==> config.mk <==
export PLATFORM = sky130hd
export DESIGN_NAME = wave_capture
export DESIGN_NICKNAME = d
export VERILOG_FILES = /design/src/rtl/wave_capture_pkg.sv /design/src/rtl/zero_cross_detect.sv /design/src/rtl/wave_capture.sv
export SDC_FILE = /design/constraint.sdc
export NUM_CORES = 1
export LEC_CHECK = 0
export BUFFER_PORTS_ARGS = -buffer_cell sky130_fd_sc_hd__buf_2
export CORE_MARGIN = 3
export CORE_UTILIZATION = 52
export CTS_CLUSTER_DIAMETER = 30
export CTS_CLUSTER_SIZE = 8
export DETAILED_ROUTE_END_ITERATION = 6
export PLACE_DENSITY = 0.92
export SETUP_SLACK_MARGIN = 0.1
export SYNTH_ARGS = -nofsm -noshare
export SYNTH_HDL_FRONTEND = slang
export SYNTH_HIERARCHICAL = 1
export SYNTH_SLANG_ARGS = --single-unit
==> constraint.sdc <==
create_clock -name clk -period 3.15 [get_ports clk]
set_input_delay 0.63 -clock clk [delete_from_list [all_inputs] [get_ports clk]]
set_output_delay 0.63 -clock clk [all_outputs]
set_load 0.02 [all_outputs]
==> src/rtl/wave_capture_pkg.sv <==
// Shared capture/display constants: FSM encodings, buffer geometry and the
// sample-to-RAM conversion used by both the capture and display sides.
package wave_capture_pkg;

    // Samples per buffer half; the RAM offset field is 8 bits wide.
    localparam int NUM_SAMPLES_DEFAULT = 256;
    localparam int OFFSET_W            = 8;
    localparam int ADDR_W              = OFFSET_W + 1;

    typedef enum logic [1:0] {
        ARMED  = 2'd0,
        ACTIVE = 2'd1,
        WAIT   = 2'd2
    } capture_state_e;

    // Signed top byte to offset-binary: flipping the MSB adds 128 mod 256.
    function automatic logic [7:0] to_offset_binary(input logic [7:0] top_byte);
        return top_byte ^ 8'h80;
    endfunction

endpackage

==> src/rtl/zero_cross_detect.sv <==
// Flags a negative-to-nonnegative crossing between the previous and the
// current sample, qualified by the sample strobe.
module zero_cross_detect (
    input  logic prev_msb_i,
    input  logic curr_msb_i,
    input  logic strobe_i,
    output logic trigger_o
);

    // Previous sample negative, current sample zero or positive.
    assign trigger_o = strobe_i & prev_msb_i & ~curr_msb_i;

endmodule

==> src/rtl/wave_capture.sv <==
// Triggered waveform capture into a double-buffered sample RAM. Waits for a
// rising zero crossing, writes NUM_SAMPLES samples into the half the display
// is not reading, then swaps halves once the display is idle.
module wave_capture
    import wave_capture_pkg::*;
#(
    parameter int SAMPLE_W    = 16,
    parameter int NUM_SAMPLES = NUM_SAMPLES_DEFAULT
) (
    input  logic                clk,
    input  logic                reset,
    input  logic                new_sample_ready,
    input  logic [SAMPLE_W-1:0] new_sample_in,
    input  logic                wave_display_idle,
    output logic [ADDR_W-1:0]   write_address,
    output logic                write_enable,
    output logic [7:0]          write_sample,
    output logic                read_index
);

    localparam logic [OFFSET_W-1:0] LAST_OFFSET = OFFSET_W'(NUM_SAMPLES - 1);

    capture_state_e       state_q, state_d;
    logic [OFFSET_W-1:0]  offset_q, offset_d;
    logic [SAMPLE_W-1:0]  prev_sample_q, prev_sample_d;
    logic                 read_index_q, read_index_d;
    logic                 write_enable_q, write_enable_d;
    logic [ADDR_W-1:0]    write_address_q, write_address_d;
    logic [7:0]           write_sample_q, write_sample_d;

    logic                 trigger;
    logic [7:0]           sample_byte;

    // Only the MSB of the stored sample and the top byte of the incoming one
    // are consumed; the remaining bits are deliberately left unused.
    logic                 unused_low_bits;
    assign unused_low_bits = ^{prev_sample_q[SAMPLE_W-2:0], new_sample_in[SAMPLE_W-9:0]};

    assign sample_byte = new_sample_in[SAMPLE_W-1 -: 8];

    zero_cross_detect u_zero_cross_detect (
        .prev_msb_i (prev_sample_q[SAMPLE_W-1]),
        .curr_msb_i (new_sample_in[SAMPLE_W-1]),
        .strobe_i   (new_sample_ready),
        .trigger_o  (trigger)
    );

    // Previous sample tracks every strobe regardless of capture state.
    always_comb begin
        prev_sample_d = new_sample_ready ? new_sample_in : prev_sample_q;
    end

    // Capture FSM next-state and registered write-port values.
    always_comb begin
        // NOTE: every output of this block gets a default before the case so
        // no path leaves a variable unassigned (which would infer a latch).
        state_d         = state_q;
        offset_d        = offset_q;
        read_index_d    = read_index_q;
        write_enable_d  = 1'b0;
        write_address_d = write_address_q;
        write_sample_d  = write_sample_q;

        case (state_q)
            ARMED: begin
                if (trigger) begin
                    write_enable_d  = 1'b1;
                    write_address_d = {~read_index_q, {OFFSET_W{1'b0}}};
                    write_sample_d  = to_offset_binary(sample_byte);
                    offset_d        = OFFSET_W'(1);
                    state_d         = ACTIVE;
                end
            end
            ACTIVE: begin
                if (new_sample_ready) begin
                    write_enable_d  = 1'b1;
                    write_address_d = {~read_index_q, offset_q};
                    write_sample_d  = to_offset_binary(sample_byte);
                    if (offset_q == LAST_OFFSET) begin
                        offset_d = '0;
                        state_d  = WAIT;
                    end else begin
                        offset_d = offset_q + OFFSET_W'(1);
                    end
                end
            end
            WAIT: begin
                // Swap halves only while the display is off the waveform, so
                // the half it reads never changes mid-scan.
                if (wave_display_idle) begin
                    read_index_d = ~read_index_q;
                    state_d      = ARMED;
                end
            end
            default: begin
                state_d = ARMED;
            end
        endcase
    end

    // State and output registers; reset abandons any partial capture.
    always_ff @(posedge clk or negedge reset) begin
        if (!reset) begin
            state_q         <= ARMED;
            offset_q        <= '0;
            prev_sample_q   <= '0;
            read_index_q    <= 1'b0;
            write_enable_q  <= 1'b0;
            write_address_q <= '0;
            write_sample_q  <= '0;
        end else begin
            // NOTE: non-blocking assignments so every register samples the
            // pre-edge values computed by the combinational blocks.
            state_q         <= state_d;
            offset_q        <= offset_d;
            prev_sample_q   <= prev_sample_d;
            read_index_q    <= read_index_d;
            write_enable_q  <= write_enable_d;
            write_address_q <= write_address_d;
            write_sample_q  <= write_sample_d;
        end
    end

    assign write_address = write_address_q;
    assign write_enable  = write_enable_q;
    assign write_sample  = write_sample_q;
    assign read_index    = read_index_q;

endmodule

==> impl_results.md, run 1 <==
- Avg Vias per Cell: 5.91
- Die ar.: 3190 um^2
- # port buffers: 30
- Final Hold Vio Count: 0
- CP Depth: 6
- Max Freq: 537 MHz
- WL met3: slightly below 200 um
- Syn. warnings: 6
- Drt wl/cell: 15.0 um
- Clk Latency, worst-skew pair: roughly 0.32 ns
- CP Capture Type: flop
- Fin nets: around 150
- Post-synthesis cell type with the largest combined area: dfrtp_1
- Power per cell area: ~640 nW/um^2
- Post-synth EDFFs: 0
- HPWL after DPL: 1.66 mm
- FF-to-FF path depth: 4
- DP Area: 1470 um^2
- Worst path arrival time: 2.07 ns
- Slew Viols, Final: 0
- Register area share after synthesis: 0.567
- Top Layer Used: met4
- WL met1: 1.05 mm
- Synth Cell Area: 1330 um^2
- Hold_buf cts: 0
- Commonest cells after routing, fill and taps aside: buf_2, dfrtp_1, a22o_1
- Initial Util: 0.572
- Synth Net Count: 121
- Most used DFF post-synth: dfrtp_1
- Avg Cell Area, Syn: 13.3 um^2
- Slowest stage cell on the critical path: mux2i_4
- Synth Register Bits: 30
- GRT Resource Usage Total: 0.163
- Synth cell types: 33
- Final Setup Violations: 0
- R2R Path End: write_sample[0]$_DFFE_PN0P_
- Max Buffers Root-to-Sink: 2
- Status: complete, no violations
- Post-route ant nets: 0
- Mapped Cells: 100
- Req. time, crit path: ~3.4 ns
- CP Launch Type: input pin
- Max cap viols: 0
- Clock period minus worst slack: approximately 1.9 ns
- CTS tree: done
- R2r startpoint: state_q[0]$_DFFE_PN0P_
- Sink Count: 30
- First-pass GRT wire length: around 4 mm
- Ys async rst share: 1.00
- Critical path fanouts, max: 14
- Fraction of layout cells with a size suffix above 1: 0.336
- R2R setup slack: 1.31 ns
- Die span in y: about 56 um
- Slew HR: 0.582
- Post-CTS Resized: 0
- Setup TNS: 0 ns
- Vias: 940
- RSZ-0062 raised after global routing: false
- Fin Clk Skew: just under 0.005 ns
- Final Cycle Share: 0.591
- Setup Crit Path Kind: in -> reg
- Drt first pass iters: 4
- # diodes: 0
- Slowest Stage Delay on Critical Path: 0.35 ns
- Core area: 2320 um^2
- Num rows: 17
- Root Driver: clkbuf_4
- DRC Markers: 0
- Area Overhead vs Synth: 14.2%
- Post-Layout Inst Area: 1510 um^2
- Worst-Margin Slew: around 0.63 ns
- Htree depth: 2
- Routed length on met2: 1.11 mm
- Final wirelength: 2.38 mm
- Initial antenna violation count: 0
- Total CTS buffers: 5
- I/O pins: 39
- Vias in the first global route: roughly 870
- Placer Congestion: 0.751
- HP Class: in -> async
- Launch point of the worst path: new_sample_ready
- WP buf/inv: 2
- Pin count of the biggest net entering global routing: 31
- Lkg Pwr: 0.737 nW
- Die extent in x: 56.5 um
- Max IR drop VDD: 0.417 mV
- Worst Setup EP: write_sample[0]$_DFFE_PN0P_
- GRT overflow: 0
- Postcts setup bufs: 0
- Cell breakdown of the critical path: buf_2 > and3b_1 > mux2i_4 > or2_4 > inv_4 > mux2_1
- DRT iter0 DRCs: 28
- Top cell family by delay on the critical path: multiplexers
- Synth top area cells: dfrtp_1, a22o_1, mux2_4, a22oi_1, mux2_1
- Synth top area share: 0.567
- Clock transition at path regs: 0.08 ns
-- area by class of cell --
type	count	area, um^2
clock buffer	7	45.0
multi-input combinational	63	526
sequential	30	751
fill	199	806
inverter	1	6.26
timing repair buffer	30	150
tap	28	35.0
-- flip-flops by register name (all words and copies together) (netlist names) --
name           count
state_q            2
write_address      9
write_sample       8
offset_q           8
write_enable       1
read_index         1
prev_sample_q      1
-- cells in the mapped netlist (3+ instances only) --
| cell type | n |
|---|---|
| dfrtp_1 | 30 |
| mux2_4 | 4 |
| nor2_1 | 3 |
| a22oi_1 | 5 |
| o31ai_1 | 4 |
| buf_2 | 4 |
| o21ai_1 | 3 |
| or4_1 | 3 |
| mux2_1 | 3 |
| a22o_1 | 9 |
| o21ai_0 | 5 |
-- routing by layer --
| metal | GRT usage | vias up |
|---|---|---|
| met5 | 0 | - |
| met4 | 0.0576 | 0 |
| met3 | 0.0805 | 3 |
| met2 | 0.241 | 34 |
| met1 | 0.206 | 459 |
| li1 | - | 444 |
-- power by group --
group / total, mW / internal [mW] / leakage, nW / switching, mW
Clock: 0.200 / 0.0839 / 0.0254 / 0.116
Combinational: 0.239 / 0.108 / 0.339 / 0.131
Sequential: 0.529 / 0.457 / 0.373 / 0.0722
Total: 0.968 / 0.649 / 0.737 / 0.319
-- per-stage QoR --
step	hold WS [ns]	instances	worst slack (ns)	utilization	power, mW
floorplan	0.334	100	1.30	-	0.691
global placement	0.462	152	0.994	0.633	0.764
detailed placement	0.471	152	0.960	0.633	0.780
CTS	0.339	159	1.30	0.652	0.980
global route	0.364	159	1.20	0.652	1.03
finish	0.318	159	1.29	0.652	0.968
-- worst min path at each step --
stage,from,endpoint,cells past startpoint
after global placement,write_sample[1]$_DFFE_PN0P_,write_sample[1]$_DFFE_PN0P_,1
after detailed placement,write_sample[0]$_DFFE_PN0P_,write_sample[0]$_DFFE_PN0P_,1
after global routing,reset,write_address[2]$_DFFE_PN0P_,1
final,reset,write_sample[1]$_DFFE_PN0P_,1
after floorplan,reset,offset_q[0]$_DFFE_PN0P_,0
after CTS,reset,offset_q[2]$_DFFE_PN0P_,1
-- cells by family after synthesis --
| logic type | Yosys count | synth area share |
|---|---|---|
| simple gates | 22 | 0.119 |
| flops | 30 | 0.567 |
| mux | 9 | 0.0963 |
| xor+xnor | 1 | 0.00661 |
| buf+inv | 7 | 0.0368 |
| fa+ha+maj | 1 | 0.00944 |
| compound gates | 30 | 0.165 |
Power figures use the tool's default switching activity.
==> run 2, diff against run 1 <==
--- a/config.mk
+++ b/config.mk
@@ -5,13 +5,14 @@
 export SDC_FILE = /design/constraint.sdc
 export NUM_CORES = 1
 export LEC_CHECK = 0
+export ABC_AREA = 1
 export BUFFER_PORTS_ARGS = -buffer_cell sky130_fd_sc_hd__buf_2
 export CORE_MARGIN = 3
-export CORE_UTILIZATION = 52
+export CORE_UTILIZATION = 45
 export CTS_CLUSTER_DIAMETER = 30
 export CTS_CLUSTER_SIZE = 8
 export DETAILED_ROUTE_END_ITERATION = 6
-export PLACE_DENSITY = 0.92
+export PLACE_DENSITY = 0.86
 export SETUP_SLACK_MARGIN = 0.1
 export SYNTH_ARGS = -nofsm -noshare
 export SYNTH_HDL_FRONTEND = slang
==> constraint.sdc (replaced) <==
create_clock -name clk -period 1.6 [get_ports clk]
set_input_delay 0.32 -clock clk [delete_from_list [all_inputs] [get_ports clk]]
set_output_delay 0.32 -clock clk [all_outputs]
set_load 0.02 [all_outputs]
==> run 2 against run 1 <==
- setup slack got worse by 1.1 ns
- via count is 19% higher
- clock skew hardly changed
- synthesized area rose by 2.0%
- final area increased by 3.9%
- global-route usage down 0.15 points
- clock power is 120% higher
- sequential cell count unchanged
- sequential share of layout area is 1.9 points lower
- critical path type is now reg -> reg
- largest cell class unchanged
- highest routed layer unchanged
==> impl_results.md, run 2 <==
- Status: complete, no violations
- # diodes: 0
- Slowest stage cell on the critical path: dfrtp_1
- GRT overflow: 0
- Clock transition at path regs: 0.09 ns
- Drt first pass iters: 5
- Setup Crit Path Kind: reg -> reg
- Fraction of layout cells with a size suffix above 1: 0.237
- CTS tree: done
- # port buffers: 30
- First-pass GRT wire length: ~4.3 mm
- Fin nets: 216
- WHS: 0.0172 ns
- Slew Viols, Final: 0
- Core area: 2810 um^2
- Vias in the first global route: 1012
- Pin count of the biggest net entering global routing: 31
- Hold_buf cts: 0
- Req. time, crit path: 1.81 ns
- Most used DFF post-synth: dfrtp_1
- Post-Layout Inst Area: ~1600 um^2
- CP Capture Type: flop
- Worst-Margin Slew: 0.656 ns
- Final wirelength: 2.59 mm
- Final setup margin: between 0.2 and 0.25 ns
- I/O pins: 39
- Fin Clk Skew: just under 0.005 ns
- Avg Cell Area, Syn: about 8.4 um^2
- Critical path fanouts, max: 19
- Total CTS buffers: 5
- Final Hold Vio Count: 0
- Area Overhead vs Synth: 16.3%
- Post-synthesis cell type with the largest combined area: dfrtp_1
- Placed cells: 219
- Clock period minus worst slack: 1.38 ns
- Top-count cell post-synth: nand2_1
- HP Class: in -> async
- Placer Congestion: 0.844
- DRC Markers: 0
- Final Cycle Share: 0.861
- Commonest cells after routing, fill and taps aside: nand2_1, buf_2, dfrtp_1, nor2_1, inv_1
- GRT Resource Usage Total: 0.161
- Num rows: 19
- Synth top area cells: dfrtp_1, nand2_1, nand3_1, nor2_1, inv_1
- Max Freq: a little over 700 MHz
- Worst path arrival time: 1.58 ns
- Slew HR: 0.563
- Synth top area share: 0.556
- Register area share after synthesis: 0.556
- CP Launch Type: flop
- RSZ-0062 raised after global routing: false
- Post-route insts no fill: 225
- Max Buffers Root-to-Sink: 2
- Largest register FFs: 9
- Ys async rst share: 1.00
- Post-synth EDFFs: 0
- Sink Count: 30
- Synth Cell Area: 1350 um^2
- Power per cell area: 1680 nW/um^2
- Syn. warnings: 6
- Synth Register Bits: 30
- Htree depth: 2
- Mapped Cells: 160
- Drt wl/cell: 11.5 um
- Setup TNS: 0 ns
- WP buf/inv: 2
- Synth top cells by count: nand2_1, dfrtp_1, nor2_1
- Final Setup Violations: 0
- DRT iter0 DRCs: 49
- DP Area: 1520 um^2
- Synth cell types: 21
- Avg Vias per Cell: roughly 5
- Synth Net Count: 181
- Top cell family by delay on the critical path: flip-flops
- Initial antenna violation count: 0
- Die span in y: approximately 61 um
- Post-route ant nets: 0
- Max IR drop VDD: 0.775 mV
- Postcts setup bufs: 0
- Die ar.: around 3700 um^2
- Post-CTS Resized: 0
- Cell breakdown of the critical path: inv_2 > nand3_2 > nand2_4 > inv_4 > nand2_1 > o21ai_0
- Initial Util: 0.482
- Slowest Stage Delay on Critical Path: 0.47 ns
- Vias: 1117
- Die extent in x: 60.8 um
- Clk Latency, worst-skew pair: 0.32 ns
- Placement Setup Slack: 0.0977 ns
- Max cap viols: 0
- Lkg Pwr: 0.885 nW
- Leading cell type in the layout, fill and taps excluded: nand2_1
- HPWL after DPL: 1.85 mm
- Root Driver: clkbuf_4
-- run 2: layer usage --
metal  vias up  share of wire  global-route usage
met1       511           0.47               0.200
li1        568              -                   -
met2        34           0.45               0.256
met5         -              0                   0
met4         0          0.010              0.0464
met3         4          0.072              0.0702
-- run 2: worst paths after layout --
kind / cells after the start / slack (ns) / startpoint / endpoint
worst max-delay path: 6 / 0.22 / state_q[0]$_DFFE_PN0P_ / write_address[7]$_DFFE_PN0P_
worst min-delay path: 1 / 0.02 / reset / offset_q[7]$_DFFE_PN0P_
worst max register to register: 6 / 0.22 / state_q[0]$_DFFE_PN0P_ / write_address[7]$_DFFE_PN0P_
worst min register to register: 2 / 0.47 / write_sample[0]$_DFFE_PN0P_ / write_sample[0]$_DFFE_PN0P_
max in group asynchronous: 1 / 1.16 / reset / write_sample[1]$_DFFE_PN0P_
min in group clk: 3 / 0.20 / new_sample_in[13] / write_sample[5]$_DFFE_PN0P_
-- run 2: through the flow --
stage          utilization  total power, mW
2_1_floorplan            -             1.91
5_1_grt              0.560             2.84
4_1_cts              0.560             2.66
6_report             0.560             2.64
3_5_place_dp         0.542             2.23
3_3_place_gp         0.542             2.19
-- run 2: area by class of cell --
class | instances | area (um^2)
Fill cell | 260 | 1230
Tap cell | 31 | 38.8
Inverter | 16 | 62.6
Timing Repair Buffer | 31 | 158
Clock buffer | 6 | 51.3
Multi-Input combinational cell | 111 | 510
Sequential cell | 30 | 751
-- run 2: where the power goes --
group          internal [mW]  leakage, nW  switching [mW]
Clock                  0.198       0.0302           0.237
Combinational          0.338        0.464           0.693
Sequential              1.00        0.391           0.171
-- run 2: logic make-up after synthesis --
kind of cell,Yosys count,synth area share
flip-flops,30,0.556
adder cells (fa/ha/maj),1,0.00926
AO/OA/AOI/OAI,14,0.0518
AND/OR/NAND/NOR,95,0.310
XOR/XNOR,1,0.00648
buffers and inverters,19,0.0667
==> run 3, diff against run 2 <==
--- a/config.mk
+++ b/config.mk
@@ -8,11 +8,12 @@
 export ABC_AREA = 1
 export BUFFER_PORTS_ARGS = -buffer_cell sky130_fd_sc_hd__buf_2
 export CORE_MARGIN = 3
-export CORE_UTILIZATION = 45
+export CORE_UTILIZATION = 52
+export CTS_BUF_LIST = sky130_fd_sc_hd__clkbuf_2 sky130_fd_sc_hd__clkbuf_4 sky130_fd_sc_hd__clkbuf_8
 export CTS_CLUSTER_DIAMETER = 30
 export CTS_CLUSTER_SIZE = 8
 export DETAILED_ROUTE_END_ITERATION = 6
-export PLACE_DENSITY = 0.86
+export PLACE_DENSITY = 0.92
 export SETUP_SLACK_MARGIN = 0.1
 export SYNTH_ARGS = -nofsm -noshare
 export SYNTH_HDL_FRONTEND = slang
==> constraint.sdc (replaced) <==
create_clock -name clk -period 1.69 [get_ports clk]
set_input_delay 0.338 -clock clk [delete_from_list [all_inputs] [get_ports clk]]
set_output_delay 0.338 -clock clk [all_outputs]
set_load 0.02 [all_outputs]
==> run 3 against run 2 <==
- clock skew up 0.0028 ns
- clock power up 4.8%
- sequential cell count unchanged
- clock-buffer cell count up 1
- critical path type unchanged
- critical endpoint is now write_address[1]$_DFFE_PN0P_
- largest power group unchanged
==> impl_results.md, run 3 (synthesis gave the netlist of run 2 again) <==
- WP buf/inv: 2
- Vias in the first global route: 1210
- Die extent in x: around 57 um
- Slew HR: 0.585
- Combinational power share: 0.384
- I/O pins: 39
- Die ar.: 3250 um^2
- Launch point of the worst path: state_q[1]$_DFFE_PN0P_
- Max Freq: just under 700 MHz
- Largest register FFs: 9
- Power per cell area: 1620 nW/um^2
- Worst-Margin Slew: roughly 0.62 ns
- Hold_buf cts: 0
- # port buffers: 30
- CP Capture Type: flop
- Final Cycle Share: 0.851
- GRT met3 Usage: 0.0520
- CP Launch Type: flop
- Status: complete, no violations
- Req. time, crit path: 1.90 ns
- Clock transition at path regs: 0.09 ns
- Final Setup Violations: 0
- Sw Share: 0.422
- Int Power: 1.48 mW
- Lkg Pwr: 0.888 nW
- Sequential share of power: 0.438
- Vias: 1172
- RSZ-0062 raised after global routing: false
- Post-route ant nets: 0
- Avg Vias per Cell: 5.26
- Core area: 2340 um^2
- Slowest stage cell on the critical path: dfrtp_1
- First-pass GRT wire length: slightly above 5 mm
- Fill cells: around 180
- Num rows: 17
- Setup Crit Path Kind: reg -> reg
- WHS: 0.0154 ns
- FF-to-FF path depth: 6
- Met1 Use GR: 0.222
- Critical path fanouts, max: 23
- DRC Markers: 0
- Commonest cells after routing, fill and taps aside: nand2_1, buf_2, dfrtp_1, nor2_1, inv_1
- Setup TNS: 0 ns
- Slew Viols, Final: 0
- GRT Max-Usage Layer: met2
- CTS tree: done
- DRT iter0 DRCs: 44
- Worst Setup EP: write_address[1]$_DFFE_PN0P_
- Slowest Stage Delay on Critical Path: between 0.4 and 0.5 ns
- Max IR drop VDD: 1.09 mV
- Clock period minus worst slack: 1.44 ns
- Placer Congestion: 0.831
- Initial Util: 0.578
- Net switching power: 1.08 mW
- Die span in y: 57.0 um
- Postcts setup bufs: 0
- Leading cell type in the layout, fill and taps excluded: nand2_1
- Max cap viols: 0
- # diodes: 0
- Fraction of layout cells with a size suffix above 1: 0.241
- Final wirelength: approximately 2.8 mm
- Drt first pass iters: 4
- R2R setup slack: 0.25 ns
- Area Overhead vs Synth: 16.4%
- GRT Resource Usage Total: 0.201
- Initial antenna violation count: 0
- R2r startpoint: state_q[1]$_DFFE_PN0P_
- Pin count of the biggest net entering global routing: 31
- Final Hold Vio Count: 0
- Drt wl/cell: between 10 and 15 um
- Clock power share: 0.178
- M2 GR Usage: 0.347
- GRT overflow: 0
- HP Class: in -> async
- Sink Count: 30
- Fin nets: 215
- R2R Path End: write_address[1]$_DFFE_PN0P_
- CP Depth: 6
- Max Buffers Root-to-Sink: 2
- Total CTS buffers: 5
- Cell breakdown of the critical path: inv_2 > nand3_4 > nand2_4 > inv_4 > nand2_1 > o21ai_0
- Worst path arrival time: 1.64 ns
- Clk Latency, worst-skew pair: 0.33 ns
- Top cell family by delay on the critical path: simple AND/OR/NAND/NOR gates
- Root Driver: clkbuf_4
- Fin Clk Skew: 0.00762 ns
- HPWL after DPL: 2.07 mm
- Post-CTS Resized: 0
- Htree depth: 2
## run 3: changes by cell type in the layout (fill, tap and decap cells not counted), sizes merged
| cell | delta |
|---|---|
| buf | -1 |
| clkbuf | +1 |
| clkinv | +1 |
## run 3: how the worst min path moves through the flow
stage	depth (start not counted)	slack, ns	end
2_1_floorplan	0	0.04	offset_q[0]$_DFFE_PN0P_
3_3_place_gp	1	0.38	write_sample[2]$_DFFE_PN0P_
3_5_place_dp	1	0.40	write_sample[6]$_DFFE_PN0P_
4_1_cts	1	0.04	write_address[3]$_DFFE_PN0P_
5_1_grt	1	0.05	write_address[3]$_DFFE_PN0P_
6_report	1	0.02	write_address[3]$_DFFE_PN0P_
## run 3: stage by stage
stage	worst slack, ns	cell area, um^2	util	total power, mW	instances
after global placement	0.206	1510	0.645	2.05	215
after detailed placement	0.110	1510	0.645	2.11	215
final	0.252	1570	0.672	2.55	223
after CTS	0.252	1570	0.672	2.57	223
after floorplan	0.517	1350	-	1.81	160
after global routing	0.128	1570	0.672	2.75	223
## run 3: area by class of cell
type	instances	area (um^2)	area share
Clock buffer	7	58.8	0.0374
Clock inverter	1	5.00	0.00318
Inverter	16	62.6	0.0398
Multi-Input combinational cell	111	510	0.325
Sequential cell	30	751	0.477
Tap cell	28	35.0	0.0223
Timing Repair Buffer	30	150	0.0955
## run 3: worst register-to-register path, delay by kind of cell (launching register included)
| family | cells | cell delay [ns] |
|---|---|---|
| AND/OR/NAND/NOR | 3 | 0.49 |
| flip-flops | 1 | 0.46 |
| buffers and inverters | 2 | 0.28 |
| AO/OA/AOI/OAI | 1 | 0.09 |
## run 3: layer usage
metal  vias up  routed length, um
li1        569                  -
met1       544               1080
met2        49               1430
met3        10                195
met4         0                 74
met5         -                  0
## run 3: power groups by stage
stage | combinational [mW] | sequential [mW] | clock, mW
final | 0.981 | 1.12 | 0.455
after global routing | 1.09 | 1.15 | 0.503
after CTS | 0.992 | 1.12 | 0.462
after detailed placement | 0.985 | 1.13 | 0
after global placement | 0.937 | 1.11 | 0
after floorplan | 0.490 | 1.32 | 0
